**src/rtl/btn_press_conditioner.sv**
```systemverilog
// btn_press_conditioner: synchronizes, debounces and classifies one push-button into press/release/short/long/repeat pulses.
// Define BTN_AUTOREPEAT_EN to issue repeat_pulse every REPEAT_CYCLES while a long press is held.
module btn_press_conditioner #(
    parameter int DEB_CYCLES    = 1_000_000,
    parameter int LONG_CYCLES   = 50_000_000,
    parameter int REPEAT_CYCLES = 10_000_000
) (
    input  logic clk,
    input  logic reset,
    input  logic i_btn,
    output logic o_btn_level,
    output logic o_press_pulse,
    output logic o_release_pulse,
    output logic o_short_pulse,
    output logic o_long_pulse,
    output logic o_repeat_pulse,
    output logic o_step_pulse
);
    localparam int DW   = $clog2(DEB_CYCLES + 1);
    localparam int HMAX = (LONG_CYCLES > REPEAT_CYCLES) ? LONG_CYCLES : REPEAT_CYCLES;
    localparam int HW   = $clog2(HMAX + 1);
    localparam logic [DW-1:0] DEB_END  = DW'(DEB_CYCLES);
    localparam logic [HW-1:0] LONG_END = HW'(LONG_CYCLES - 1);
    localparam logic [HW-1:0] CNT_MAX  = '1;

    typedef enum logic [1:0] {S_IDLE, S_HELD, S_LONG} state_t;

    logic          r_sync1, r_sync2;
    logic          r_level;
    logic [DW-1:0] r_deb_cnt;
    logic [HW-1:0] r_hold_cnt;
    state_t        r_state;
    logic          r_press, r_release, r_short, r_long, r_step;
    logic          w_differs, w_flip, w_rise, w_fall;

    assign w_differs = r_sync2 != r_level;
    assign w_flip    = w_differs && (r_deb_cnt == DEB_END);
    assign w_rise    = w_flip && !r_level;
    assign w_fall    = w_flip && r_level;

    always_ff @(posedge clk or posedge reset) begin
        if (reset) begin
            r_sync1   <= 1'b0;
            r_sync2   <= 1'b0;
            r_level   <= 1'b0;
            r_deb_cnt <= '0;
        end else begin
            r_sync1   <= i_btn;
            r_sync2   <= r_sync1;
            r_deb_cnt <= (!w_differs || w_flip) ? '0 : r_deb_cnt + 1'b1;
            if (w_flip)
                r_level <= ~r_level;
        end
    end

`ifdef BTN_AUTOREPEAT_EN
    localparam logic [HW-1:0] REP_END = HW'(REPEAT_CYCLES - 1);
    logic [HW-1:0] r_rep_cnt;
    logic          r_repeat;
    assign o_repeat_pulse = r_repeat;
`else
    assign o_repeat_pulse = 1'b0;
`endif

    // Debounce events feed the FSM in the same cycle, so pulses align with the btn_level edge.
    always_ff @(posedge clk or posedge reset) begin
        if (reset) begin
            r_state    <= S_IDLE;
            r_hold_cnt <= '0;
            r_press    <= 1'b0;
            r_release  <= 1'b0;
            r_short    <= 1'b0;
            r_long     <= 1'b0;
            r_step     <= 1'b0;
`ifdef BTN_AUTOREPEAT_EN
            r_rep_cnt  <= '0;
            r_repeat   <= 1'b0;
`endif
        end else begin
            r_press   <= 1'b0;
            r_release <= 1'b0;
            r_short   <= 1'b0;
            r_long    <= 1'b0;
            r_step    <= 1'b0;
`ifdef BTN_AUTOREPEAT_EN
            r_repeat  <= 1'b0;
`endif
            case (r_state)
                S_IDLE: begin
                    if (w_rise) begin
                        r_press    <= 1'b1;
                        r_step     <= 1'b1;
                        r_hold_cnt <= '0;
                        r_state    <= S_HELD;
                    end
                end
                S_HELD: begin
                    if (r_hold_cnt != CNT_MAX)
                        r_hold_cnt <= r_hold_cnt + 1'b1;
                    if (w_fall) begin
                        r_release <= 1'b1;
                        r_short   <= 1'b1;
                        r_state   <= S_IDLE;
                    end else if (r_hold_cnt == LONG_END) begin
                        r_long  <= 1'b1;
                        r_step  <= 1'b1;
                        r_state <= S_LONG;
`ifdef BTN_AUTOREPEAT_EN
                        r_rep_cnt <= '0;
`endif
                    end
                end
                S_LONG: begin
`ifdef BTN_AUTOREPEAT_EN
                    if (r_rep_cnt != CNT_MAX)
                        r_rep_cnt <= r_rep_cnt + 1'b1;
`endif
                    if (w_fall) begin
                        r_release <= 1'b1;
                        r_state   <= S_IDLE;
                    end
`ifdef BTN_AUTOREPEAT_EN
                    else if (r_rep_cnt == REP_END) begin
                        r_repeat  <= 1'b1;
                        r_step    <= 1'b1;
                        r_rep_cnt <= '0;
                    end
`endif
                end
                default: r_state <= S_IDLE;
            endcase
        end
    end

    assign o_btn_level     = r_level;
    assign o_press_pulse   = r_press;
    assign o_release_pulse = r_release;
    assign o_short_pulse   = r_short;
    assign o_long_pulse    = r_long;
    assign o_step_pulse    = r_step;
endmodule

```
**config.mk**
```make
export PLATFORM = sky130hd
export DESIGN_NAME = btn_press_conditioner
export DESIGN_NICKNAME = d
export VERILOG_FILES = /design/src/rtl/btn_press_conditioner.sv
export SDC_FILE = /design/constraint.sdc
export NUM_CORES = 1
export LEC_CHECK = 0
export CORE_MARGIN = 1.5
export CORE_UTILIZATION = 45
export DETAILED_ROUTE_END_ITERATION = 12
export PLACE_DENSITY = 0.62
export SKIP_LAST_GASP = 1
export SLEW_MARGIN = 25
export SYNTH_ARGS = -nofsm -noshare
export SYNTH_HDL_FRONTEND = slang
export SYNTH_SLANG_ARGS = --single-unit
```
**constraint.sdc**
```tcl
create_clock -name clk -period 2.2 [get_ports clk]
set_input_delay 0.33 -clock clk [delete_from_list [all_inputs] [get_ports clk]]
set_output_delay 0.33 -clock clk [all_outputs]
set_load 0.01 [all_outputs]
```
---- Word level (Yosys, flattened, before mapping) ----
Cells that the tools add are included.
W data, S select, Z words.
storage, ports and cells
  logic and storage cells ................. 53
  input port bits ......................... 3
  output and inout port bits .............. 7
  register bits ........................... 56
operators by class
  equal/unequal tests ..................... 10
  bitwise gates (word level) .............. 1
  reduce and logical (&&, ||, !) cells .... 11
  mux-type cells .......................... 18
  add/subtract/negate cells ............... 2
operators with widths
  cell                     number
  $mux W26                 2
  $pmux W26 S2             1
  $add A26 B1 Y26 const B  1
  $eq A26 B26 Y1 const B   1
  $ne A26 B26 Y1 const B   1
  $add A20 B1 Y20 const B  1
  $eq A20 B20 Y1 const B   1
  $mux W20                 1
  $mux W1                  8
  $mux W2                  4
  $ne A2 B2 Y1 const B     3
  $pmux W2 S3              1
  $reduce_and A3 Y1        2
  $logic_and A1 B1 Y1      3
  $ne A3 B3 Y1 const B     1
  $eq A2 B1 Y1 const B     1
  $eq A2 B2 Y1 const B     1
  $logic_not A1 Y1         2
  $logic_not A2 Y1         1
  $pmux W1 S2              1
  $reduce_bool A2 Y1       1
  $reduce_or A2 Y1         1
  $logic_or A1 B1 Y1       1
  $ne A1 B1 Y1             1
  $not A1 Y1               1

---- Depth between registers and ports, before layout ----
  word-level depth ........................ 5
  gate-level depth with buffers ........... 9
  mapped depth without buffers ............ 8

---- Worst setup path before layout ----
OpenSTA, ideal clock, no wires.
  path type ............................... reg-to-reg
  start ................................... register r_hold_cnt[0]
  end ..................................... register r_hold_cnt[25]
  path slack .............................. 0.185 ns
  clock period less this slack ............ 2.015 ns
  data arrival time ....................... 1.884 ns
  library setup time ...................... 0.131 ns
  buffers on the path ..................... 1
  required time ........................... 2.069 ns
  stages on the path, launching flop included .. 9
  cells stage by stage .................... dfrtp_1 ha_1 and3_1 and4_1 buf_2 a2111oi_2 nand4_1 xor2_1 nor2_1
on the way
  longest elaborated chain between the ends .. 3
  elaborated cells on any way between the ends .. 6
  those cells by class .................... 1 x add/sub; 2 x eq/ne; 2 x mux; 1 x reduce/logical
RTL lines
  what                                                      RTL line  RTL
  start, declared                                           31        logic [HW-1:0] r_hold_cnt;
  start signal, assigned                                    99        r_hold_cnt <= r_hold_cnt + 1'b1;
  $add A26 B1 Y26 / $ne A26 B26 Y1 (equally long branches)  99, 98
  $mux W26 / $ne A2 B2 Y1 (equally long branches)           -
  $pmux W26 S2 / $reduce_and A3 Y1 (equally long branches)  -
Parallel ways exist; a longest one is shown, timed or not. The select of a mux whose other input is x is not followed.
A chain may end at the register's enable or synchronous reset.

---- Worst setup path in the final report ----
  start ................................... register r_state[1]
  end ..................................... register r_hold_cnt[3]
on the way
  longest elaborated chain between the ends .. 3
  elaborated cells on any way between the ends .. 7
  those cells by class .................... 3 x eq/ne; 1 x mux; 3 x reduce/logical
RTL lines
  what                                                                 RTL line  RTL
  start, declared                                                      32        state_t r_state;
  start signal, assigned                                               68        r_state <= S_IDLE;
  start signal, assigned                                               94        r_state <= S_HELD;
  start signal, assigned                                               103       r_state <= S_IDLE;
  $eq A2 B1 Y1 / $logic_not A2 Y1 (equally long branches)              88        case (r_state)
  $ne A2 B2 Y1 (no line) / $reduce_bool A2 Y1 (equally long branches)  -
  $reduce_and A3 Y1 (no line)                                          -
Parallel ways exist; a longest one is shown, timed or not.

==> impl_metrics.env <==
export IMPL_status="completed"
export IMPL_setup_viol=0
export IMPL_drv_slew=0
export IMPL_post_route_period_util_pct=95.52
export IMPL_met3_usage_pct=3.579
export IMPL_grtUsageMet1_pct=29.11
export IMPL_ant_nets=0
export IMPL_clockBufferDepth=2
export IMPL_synth_edf_count=0
export IMPL_critical_path_max_stage_delay_ns=0.50
export IMPL_die_h_um=83.30
export IMPL_reg2reg_from="r_state[1]"
export IMPL_clk_pin_slew_ns=0.10
export IMPL_ys_seq_area_share_pct=48.30
export IMPL_placed_area_um2=3288
export IMPL_total_power_mw=1.776
export IMPL_drt_total_wl_um=6692
export IMPL_final_cell_area_um2=3545
export IMPL_ys_warn_count=0
export IMPL_diodes=0
export IMPL_globalRouteMet2Util_pct=29.93
export IMPL_layout_nets=361
export IMPL_busiest_layer="met2"
export IMPL_dp_hpwl_um=4551
export IMPL_post_route_drc_count=0
export IMPL_crit_chain="inv_1 > ha_1 > nand2_1 > nor4_4 > buf_4 > o21ai_4 > or4_1 > nand2_1"
export IMPL_htreeDepth=2
export IMPL_root_buffer="clkbuf_8"
export IMPL_path_common_cell="nand2_1"
export IMPL_cts_hold_buf=0
export IMPL_io_pin_count=10
export IMPL_area_delta_synth_final_pct=22.16
export IMPL_grt_total_usage_pct=19.81
export IMPL_num_vias=2405
export IMPL_crit_path_start="r_state[1]"
export IMPL_rsz0062_at_grt="yes"
export IMPL_powerDensity_nw_per_um2=501.1
export IMPL_port_buffers=8
export IMPL_coreArea_um2=6277
export IMPL_antenna_found_initial=0
export IMPL_row_count=29
export IMPL_initial_core_util_pct=46.22
export IMPL_drive_above_1_share_pct=19.83
export IMPL_crit_slowest_cell="or4_1"
export IMPL_hold_path_class="in -> async"
export IMPL_fmax_mhz=475.9
export IMPL_synth_area_um2=2902
export IMPL_yosysUniqueCellTypes=42
export IMPL_min_period_ns=2.101
export IMPL_worstSetupPathType="reg -> reg"
export IMPL_drt_pass1_iterations=4
export IMPL_arrival_ns=2.36
export IMPL_dp_cells=414
export IMPL_design_die_area_um2=6939
export IMPL_viasPerCell=5.593
export IMPL_hold_violations=0
export IMPL_grt_max_degree=57
export IMPL_ir_worst_vdd_mv=0.2940
export IMPL_wire_per_inst_um=15.56
export IMPL_worst_clock_skew_ns=0.009453
export IMPL_drt_initial_drc_count=211
export IMPL_cts_buffers_inserted=5
export IMPL_clock_sinks=56
export IMPL_grt_pass1_vias=2304
export IMPL_fin_ws_ns=0.09857
export IMPL_leakage_nw=1.546
export IMPL_async_flop_share_pct=100.0
export IMPL_startpoint_type="flip-flop"
export IMPL_die_x_um=83.30
export IMPL_synthCells=307
export IMPL_crit_path_end_kind="flip-flop"
export IMPL_avgSynthCellArea_um2=9.451
export IMPL_synth_seq_cells=56
export IMPL_cp_required_ns=2.46
export IMPL_gr_total_overflow=0
export IMPL_grt_pass1_wl_um=11040
export IMPL_synthFlopType="dfrtp_1"
export IMPL_critPathMaxFanout=6
export IMPL_hold_ws_ns=0.3605
export IMPL_cts_tree="yes"
export IMPL_cap_violations=0
export IMPL_finalWeightedCongestion=0.9098
export IMPL_syn_num_nets=316
export IMPL_finalNonFillerCells=430
export IMPL_worstSkewPairLatency_ns=0.32
export IMPL_place_ws_ns=0.05709
[final timing paths]
path                                   to  slack, ns  cells past startpoint
setup / recovery            r_hold_cnt[3]        0.1                      8
hold / removal             r_hold_cnt[20]       0.36                      3
setup reg to reg            r_hold_cnt[3]        0.1                      8
hold reg to reg                   r_sync2       0.36                      0
max in group asynchronous   r_hold_cnt[6]       1.57                      3
min in group clk                  r_sync2       0.36                      0
[Yosys cell counts (6+ instances only)]
cell type / n / area share, %
nand4_1: 11 / 2.4
o21a_1: 8 / 2.1
ha_1: 6 / 2.6
nor2_1: 37 / 4.8
dfrtp_1: 56 / 48
inv_1: 9 / 1.2
nand3_1: 22 / 3.8
xor2_1: 19 / 5.7
and3_1: 11 / 2.4
nand2_1: 30 / 3.9
o21ai_0: 19 / 3.3
o31ai_1: 7 / 1.8
a21oi_1: 6 / 1.0
[area by class of cell]
cell class              count  area [um2]
clock inverters             3       42.54
well taps                  77       96.34
clock buffers               5       68.82
flip-flops and latches     56        1401
repair buffers             46       395.4
multi-input cells         234        1506
fillers                   560        2733
inverters                   9       33.78
[layer usage]
layer | share of wire [%] | wire (um)
met5 | 0 | 0
met2 | 43 | 2909
met4 | 1.2 | 78
met1 | 52 | 3497
met3 | 3.1 | 206
[flip-flops by register name, summed over array words and instances, names as in the netlist]
signal / count
r_hold_cnt: 26
r_deb_cnt: 20
r_state: 2
o_btn_level: 1
o_long_pulse: 1
o_press_pulse: 1
o_release_pulse: 1
o_short_pulse: 1
o_step_pulse: 1
r_sync1: 1
r_sync2: 1
[critical path: cells and delay by family, from the launching register on]
| kind | cells | cell delay (ns) |
|---|---|---|
| DFF | 1 | 0.41 |
| AOI/OAI and AO/OA | 1 | 0.09 |
| buffers and inverters | 2 | 0.29 |
| adders and majority gates | 1 | 0.30 |
| and+or+nand+nor | 4 | 0.96 |
[placed cells by master (no fill, tap or decap), types with 2 or more instances in the layout]
| master | instances |
|---|---|
| nor3_1 | 5 |
| o21ai_0 | 17 |
| o21ai_1 | 2 |
| nand2_1 | 28 |
| inv_1 | 8 |
| and2_1 | 3 |
| xor2_1 | 19 |
| nor4_2 | 3 |
| buf_12 | 2 |
| nand4_1 | 11 |
| xnor2_1 | 5 |
| nand3_1 | 21 |
| and3_1 | 11 |
| buf_4 | 33 |
| nand2_2 | 2 |
| ha_1 | 5 |
| nor4_1 | 2 |
| buf_6 | 2 |
| or2_2 | 4 |
| a31oi_1 | 3 |
| o21a_1 | 8 |
| o41ai_2 | 2 |
| and4_1 | 5 |
| o31a_1 | 2 |
| clkbuf_8 | 5 |
| o211ai_1 | 2 |
| nor2_1 | 37 |
| a21oi_1 | 6 |
| dfrtp_1 | 56 |
| o31ai_1 | 6 |
| clkdlybuf4s50_1 | 8 |
| nand2b_1 | 2 |
| or3_1 | 4 |
[through the flow]
step                      TNS [ns]  util (%)
after floorplan                  0         -
final                            0     56.47
after CTS                        0     54.16
after global routing       -0.1612     56.47
after global placement           0     52.38
after detailed placement         0     52.38
[kinds of logic after synthesis]
logic type / Yosys count / share of synthesized area [%]
xor gates and xnor gates: 24 / 7.244
muxes: 1 / 0.3881
adders and majority gates: 6 / 2.587
buffers and inverters: 18 / 2.803
and+or+nand+nor: 148 / 26.61
AOI/OAI and AO/OA: 53 / 11.95
DFF: 56 / 48.30
other: 1 / 0.1292
[report_power, final]
group / internal [mW] / switching [mW]
sequential: 1.03 / 0.00511
combinational: 0.0163 / 0.0353
clock: 0.337 / 0.347
total: 1.39 / 0.388
[timing repair]
action                                  CTS  global route
endpoints found under the setup margin    0            22
gates resized for setup                   0            18
buffers inserted                          0             6
Note: power is estimated with default switching activity, not from simulation.
